$ cat src/rtl/result_mailbox.sv
// rtl/result_mailbox.sv - end-of-test result mailbox with cycle budget and heartbeat LEDs
//
// Purpose: collects a test result written by a CPU over a simple word bus.
// While running, it shows a rotating heartbeat on the LEDs and counts cycles.
// A write to the valid flag latches the result and shows it on the LEDs.
// If the cycle budget runs out first, it flags a timeout.
// The host acknowledge returns the mailbox to the running state.
//
// Ports:
//   i_clk      single clock, rising edge
//   i_rst      synchronous active-high reset
//   i_we       CPU write strobe
//   i_re       CPU read strobe
//   i_addr     CPU word address
//   i_wdata    CPU write data
//   o_rdata    CPU read data, registered, one cycle after i_re
//   o_sel      combinational address hit on either mailbox register
//   i_ack      host acknowledge of a result or timeout
//   o_done     result valid, held until acknowledged
//   o_result   latched result data
//   o_timeout  cycle budget expired without a valid flag
//   o_leds     heartbeat / result low half / all-on timeout pattern

module result_mailbox #(
    parameter int ADDR_VALID     = 320,
    parameter int ADDR_DATA      = 321,
    parameter int EXPIRED_CYCLES = 600,
    parameter int BLINK_DIV      = 4
) (
    input  logic        i_clk,
    input  logic        i_rst,
    input  logic        i_we,
    input  logic        i_re,
    input  logic [9:0]  i_addr,
    input  logic [31:0] i_wdata,
    output logic [31:0] o_rdata,
    output logic        o_sel,
    input  logic        i_ack,
    output logic        o_done,
    output logic [31:0] o_result,
    output logic        o_timeout,
    output logic [15:0] o_leds
);

    // Wide enough to hold EXPIRED_CYCLES, the value left frozen when a valid
    // write lands on the last budget cycle.
    localparam int CW = $clog2(EXPIRED_CYCLES + 1);

    typedef enum logic [1:0] {
        ST_RUN,
        ST_DONE,
        ST_TIMEOUT
    } state_t;

    state_t                 state_q, state_d;
    logic [CW-1:0]          cnt_q;
    logic [BLINK_DIV-1:0]   pre_q;
    logic [15:0]            hb_q;
    logic [31:0]            data_q;
    logic                   valid_q;
    logic [31:0]            result_q;
    logic [31:0]            rdata_q;

    logic                   hit_valid;
    logic                   hit_data;
    logic                   load_data;
    logic                   set_valid;
    logic                   restart;

    assign hit_valid = (i_addr == 10'(ADDR_VALID));
    assign hit_data  = (i_addr == 10'(ADDR_DATA));
    assign o_sel     = hit_valid | hit_data;

    always_comb begin
        state_d   = state_q;
        load_data = 1'b0;
        set_valid = 1'b0;
        restart   = 1'b0;
        case (state_q)
            ST_RUN: begin
                load_data = i_we & hit_data;
                // A valid write takes priority over expiry in the same cycle.
                if (i_we && hit_valid && i_wdata[0]) begin
                    set_valid = 1'b1;
                    state_d   = ST_DONE;
                end else if (cnt_q == CW'(EXPIRED_CYCLES - 1)) begin
                    state_d = ST_TIMEOUT;
                end
            end
            ST_DONE, ST_TIMEOUT: begin
                // CPU writes are ignored here, so a write alongside ack is dropped.
                if (i_ack) begin
                    restart = 1'b1;
                    state_d = ST_RUN;
                end
            end
            default: state_d = ST_RUN;
        endcase
    end

    always_ff @(posedge i_clk) begin
        if (i_rst) begin
            state_q  <= ST_RUN;
            cnt_q    <= '0;
            pre_q    <= '0;
            hb_q     <= 16'h0001;
            data_q   <= '0;
            valid_q  <= 1'b0;
            result_q <= '0;
            rdata_q  <= '0;
        end else begin
            state_q <= state_d;

            // Reads see the register contents before any write in this cycle.
            if (i_re) begin
                if (hit_valid) begin
                    rdata_q <= {31'b0, valid_q};
                end else if (hit_data) begin
                    rdata_q <= data_q;
                end else begin
                    rdata_q <= '0;
                end
            end

            if (state_q == ST_RUN) begin
                cnt_q <= cnt_q + 1'b1;
                pre_q <= pre_q + 1'b1;
                if (&pre_q) begin
                    hb_q <= {hb_q[14:0], hb_q[15]};
                end
                if (load_data) begin
                    data_q <= i_wdata;
                end
                if (set_valid) begin
                    valid_q  <= 1'b1;
                    result_q <= data_q;
                end
            end else if (restart) begin
                cnt_q   <= '0;
                pre_q   <= '0;
                hb_q    <= 16'h0001;
                valid_q <= 1'b0;
            end
        end
    end

    always_comb begin
        o_leds = hb_q;
        case (state_q)
            ST_DONE:    o_leds = result_q[15:0];
            ST_TIMEOUT: o_leds = 16'hFFFF;
            default:    o_leds = hb_q;
        endcase
    end

    assign o_done    = (state_q == ST_DONE);
    assign o_timeout = (state_q == ST_TIMEOUT);
    assign o_result  = result_q;
    assign o_rdata   = rdata_q;

endmodule
$ cat config.mk
export PLATFORM = sky130hd
export DESIGN_NAME = result_mailbox
export DESIGN_NICKNAME = d
export VERILOG_FILES = /design/src/rtl/result_mailbox.sv
export SDC_FILE = /design/constraint.sdc
export NUM_CORES = 1
export LEC_CHECK = 0
export CORE_AREA = 2 2 109 111
export CTS_CLUSTER_DIAMETER = 120
export DETAILED_ROUTE_END_ITERATION = 7
export DIE_AREA = 0 0 111 113
export PLACE_DENSITY = 0.79
export SETUP_SLACK_MARGIN = 0.1
export SLEW_MARGIN = 10
export SYNTH_ARGS = -nofsm -noshare
export SYNTH_HDL_FRONTEND = slang
export SYNTH_SLANG_ARGS = --single-unit
export TNS_END_PERCENT = 20
$ cat constraint.sdc
create_clock -name i_clk -period 5.05 [get_ports i_clk]
set_clock_uncertainty 0.1 [all_clocks]
set_input_delay 0.7575 -clock i_clk [delete_from_list [all_inputs] [get_ports i_clk]]
set_output_delay 0.7575 -clock i_clk [all_outputs]
set_load 0.02 [all_outputs]
==> flow_metrics.tcl, run 1 <==
set metrics [dict create \
    status "complete, no violations" \
    drv_slew 0 \
    grt_setup_unrepaired "false" \
    syn_nets 694 \
    core_mm2 0.0113 \
    yosys.area.top_type "dfxtp_1" \
    pwr-share-clk_pct 53.9 \
    grt_pass1_wl_um 23300 \
    end_kind "primary output" \
    first_pass_iters 4 \
    hold_path_class "register to register" \
    pre_cts_ws_ns 1.36 \
    area.growth.synth_to_final_pct 34.1 \
    cts_tree "built" \
    drive_above_1_share_pct 22.5 \
    crit-reg2reg-launch "state_q[0]" \
    cts-resized-gates 0 \
    drtIter0Drc 226 \
    async_reset_ff_share_pct 0 \
    final_common_cell "dfxtp_1" \
    min_period_ns 3.70 \
    wl_per_cell_um 15.5 \
    p_total_mw 2.41 \
    setup.worst_path.start_class "primary input" \
    power.switching_uw 490 \
    initial_core_util_pct 49.4 \
    rows 39 \
    cts.path.max_buffers 2 \
    ios 130 \
    viasPerCell 5.34 \
    fin_crit_sh_pct 73.3 \
    path_buf_inv 2 \
    synthFlopType "dfxtp_1" \
    dpl.hpwl_um 9320 \
    die_x_um 111 \
    worstMarginPinSlew_ns 1.01 \
    path_class "primary input to primary output" \
    grt.total_usage_pct 22.7 \
    post-cts-setup-buffers 0 \
    seq_area_frac_synth_pct 46.4 \
    worstPathCellList "clkdlybuf4s50_1 -> or4b_4 -> nor3_1 -> clkdlybuf4s50_1" \
    crit_top_cell "clkdlybuf4s50_1" \
    postLayoutCellArea_mm2 0.00747 \
    vias 4830 \
    ys_warn_count 0 \
    path_max_fanout 6 \
    internal_power_mw 1.92 \
    maxCapViolations 0 \
    critical_path.max_stage_delay_ns 0.68 \
    io_buffers 129 \
    max_freq_ghz 0.270 \
    path_clk_slew_ns 0.05 \
    die-height_um 113 \
    syn_area_mm2 0.00557 \
    grt_max_degree 63 \
    cp_slowest_cell "clkdlybuf4s50_1" \
    cts-root-buf "clkbuf_16" \
    total_leakage_power_nw 2.48 \
    post-route-drc-count 0 \
    insertion_delay_ns 0.40 \
    setup_viol 0 \
    grt_antenna_before_repair 1 \
    hold_viol_final 0 \
    dpl_cell_area_mm2 0.00683 \
    routed_wl_um 14000 \
    synth_top_area_share_pct 46.4 \
    die_area_mm2 0.0125 \
    slew_headroom_pct 32.9 \
    dpl.cell_count 873 \
    synthTopCellsByArea "dfxtp_1 (46%), a21oi_2 (9.4%), a21oi_1 (6.9%), nand2_2 (6.7%), nand2_1 (5.5%)" \
    power_frac_seq_pct 42.7 \
    clock_sinks 129 \
    final_antenna_net_count 0 \
    overflow 0 \
    fin_tns_setup_ns 0 \
    p_sw_share_pct 20.4 \
    synth_cell_types 42 \
    syn_avg_cell_area_um2 8.68 \
    first_global_vias 4836 \
    nNetsFinal 801 \
    layout_common_cells "dfxtp_1 (129), clkdlybuf4s50_1 (128), nand2_1 (81)" \
    pwr_density_cell_mw_per_mm2 322 \
    synthCells 642 \
    crit_arrival_ns 2.84 \
    layout_setup_ws_ns 1.35 \
    synth_edf_count 0 \
    yosys_register_bits 129 \
    final_cells 905 \
    hold_start "o_result[24]" \
    critPathTopFamily "buffers and inverters" \
    irDropWorstVdd_v 0.000169 \
    comb_power_share_pct 3.5 \
    cts_buffers 17 \
    routabilityCongestion 0.838 \
    ctsHoldBuffers 0 \
    cp_data_required_time_ns 4.19 \
    cp-startpoint "i_addr[3]" \
    htree_levels 4 \
]
[synthesized netlist by cell type (2+ instances only)]
cell        n
a21oi_1    77
a21oi_2    60
a22oi_1    15
and3b_1     2
and4_1      3
buf_1       2
buf_2       9
buf_4       2
buf_8       6
clkbuf_1   27
dfxtp_1   129
ha_1        5
inv_1       4
mux2_2      4
nand2_1    81
nand2_2    60
nand2b_1    3
nand3_1    12
nand3b_1    2
nand4_1     4
nor2_1     71
nor2b_1    32
nor3_1      3
nor4_2      2
o211ai_1    2
o31ai_1     3
or2_2       2
or3_1       3
or4_1       3
xor2_1      2
[through the flow]
step                      utilization (%)  hold slack, ns
after floorplan                         -           0.332
after global placement               60.6           0.343
after detailed placement             60.6           0.347
after CTS                            66.3           0.358
after global routing                 66.3           0.371
final                                66.3           0.356
[per-layer routing]
layer / vias to the layer above / routed length (um) / GRT usage [%]
met5: - / 0 / 0
met4: 0 / 247 / 9.83
met3: 16 / 797 / 5.09
met2: 142 / 6820 / 38.9
met1: 2290 / 6140 / 27.8
li1: 2382 / - / -
[tightest hold or removal path, delay by kind of cell (launching register included)]
kind | cells | cell delay [ns]
and+or+nand+nor | 1 | 0.06
AOI/OAI and AO/OA | 1 | 0.04
DFF | 1 | 0.32
[power groups by stage]
stage	logic (mW)	registers [mW]	clock network [mW]
global route	0.0895	1.03	1.37
detailed placement	0.0828	1.05	0
global placement	0.0805	1.05	0
finish	0.0833	1.03	1.30
CTS	0.0833	1.03	1.32
floorplan	0.0357	1.05	0
[registers in the layout, indices dropped and copies added (netlist names)]
name      flops
cnt_q        10
pre_q         4
state_q       2
valid_q       1
o_result     32
hb_q         16
data_q       32
o_rdata      32
[logic make-up after synthesis]
group / share of synthesized area, %
and+or+nand+nor: 26.6
AOI/OAI and AO/OA: 19.5
DFF: 46.4
buffers and inverters: 5.12
muxes: 0.988
adders and majority gates: 1.12
xor gates and xnor gates: 0.314
[final timing paths]
kind	end	slack, ns	cells past startpoint
max	o_sel	1.35	4
min	o_result[24]	0.36	2
max reg2reg	data_q[10]	2.26	6
min reg2reg	o_result[24]	0.36	2
[layout make-up]
class                   count  area [um^2]
fillers                   947         3800
multi-input cells         462         2720
flip-flops and latches    129         2580
repair buffers            135         1330
clock buffers              19          453
clock inverters            12          183
well taps                 143          179
inverters                   4         15.0
diodes                      1         2.50
(Power assumes the default switching activity.)
==> inputs of run 2 (changes only) <==
==> constraint.sdc (replaced) <==
create_clock -name i_clk -period 3.7 [get_ports i_clk]
set_clock_uncertainty 0.1 [all_clocks]
set_input_delay 0.555 -clock i_clk [delete_from_list [all_inputs] [get_ports i_clk]]
set_output_delay 0.555 -clock i_clk [all_outputs]
set_load 0.02 [all_outputs]
==> flow_metrics.tcl, run 2 (synthesis results as in run 1) <==
set metrics [dict create \
    status "complete, no violations" \
    grt_setup_unrepaired "false" \
    layout_common_cells "dfxtp_1 (129), clkdlybuf4s50_1 (128), nand2_1 (81)" \
    clock_sinks 129 \
    area.growth.synth_to_final_pct 33.4 \
    path_clk_slew_ns 0.05 \
    max_freq_ghz 0.295 \
    die_area_mm2 0.0125 \
    cts.path.max_buffers 2 \
    maxCapViolations 0 \
    crit_arrival_ns 2.74 \
    first_pass_iters 5 \
    cts_buffers 17 \
    worstMarginPinSlew_ns 0.981 \
    cp_data_required_time_ns 3.04 \
    setup.worst_path.start_class "register" \
    irDropWorstVdd_v 0.000286 \
    cts-root-buf "clkbuf_16" \
    rows 39 \
    fin_crit_sh_pct 91.6 \
    nNetsFinal 802 \
    end_kind "primary output" \
    die-height_um 113 \
    post-cts-setup-buffers 0 \
    hold_viol_final 0 \
    grt_max_degree 70 \
    grt_pass1_wl_um 23100 \
    path_max_fanout 36 \
    first_global_vias 4823 \
    slew_headroom_pct 34.6 \
    io_buffers 129 \
    initial_core_util_pct 49.4 \
    vias 4860 \
    final_cells 906 \
    final_common_cell "dfxtp_1" \
    final_antenna_net_count 0 \
    total_leakage_power_nw 2.44 \
    p_total_mw 3.14 \
    htree_levels 4 \
    drive_above_1_share_pct 22.5 \
    core_mm2 0.0113 \
    min_period_ns 3.39 \
    drv_slew 0 \
    pwr_density_cell_mw_per_mm2 422 \
    grt_antenna_before_repair 0 \
    viasPerCell 5.36 \
    fin_tns_setup_ns 0 \
    grt.total_usage_pct 22.8 \
    routabilityCongestion 0.860 \
    wl_per_cell_um 15.6 \
    die_x_um 111 \
    ctsHoldBuffers 0 \
    dpl.cell_count 874 \
    cts-resized-gates 0 \
    antenna_cells 0 \
    drtIter0Drc 291 \
    overflow 0 \
    post-route-drc-count 0 \
    cts_tree "built" \
    path_class "register to primary output" \
    routed_wl_um 14100 \
    dpl.hpwl_um 9300 \
    ios 130 \
    hold_path_class "register to register" \
    setup_viol 0 \
    insertion_delay_ns 0.41 \
]
## run 2: cell type report
cell class	count	area [um^2]
Timing Repair Buffer	136	1350
Clock buffer	19	443
Clock inverter	13	138
Fill cell	901	3840
Sequential cell	129	2580
Multi-Input combinational cell	462	2720
Tap cell	143	179
Inverter	4	15.0
## run 2: worst paths after layout
kind / startpoint / endpoint / slack (ns) / cells after the start
setup / recovery: state_q[0] / o_leds[2] / 0.31 / 5
hold / removal: o_result[30] / o_result[30] / 0.35 / 2
setup reg to reg: state_q[0] / hb_q[4] / 0.92 / 6
hold reg to reg: o_result[30] / o_result[30] / 0.35 / 2
## run 2: worst max-delay path, stage by stage (launching register included)
cell and delay (ns):
dfxtp_1 0.36, inv_1 0.08, ha_1 0.94, nor2_1 0.16
a21oi_1 0.16, clkdlybuf4s50_1 0.62
## run 2: power breakdown
part	switching (mW)	total (mW)	internal [mW]
clock network	0.617	1.62	1.01
logic	0.0579	0.114	0.0565
registers	0.00585	1.40	1.40
## run 2: layer usage
metal / global-route usage, % / part of all wire (%) / vias to the layer above
met2: 38.3 / 49 / 159
met1: 27.6 / 42 / 2287
met5: 0 / 0 / -
met3: 6.80 / 7.1 / 30
met4: 8.92 / 2.1 / 0
li1: - / - / 2384
## run 2: per-stage QoR
| stage | util (%) | setup WS, ns | instance area, um^2 | hold WS [ns] |
|---|---|---|---|---|
| after global routing | 66.0 | 0.119 | 7430 | 0.373 |
| after floorplan | - | 1.23 | 5570 | 0.332 |
| after detailed placement | 60.8 | 0.368 | 6850 | 0.349 |
| after CTS | 66.0 | 0.313 | 7430 | 0.357 |
| after global placement | 60.8 | 0.453 | 6850 | 0.342 |
| final | 66.0 | 0.310 | 7430 | 0.352 |
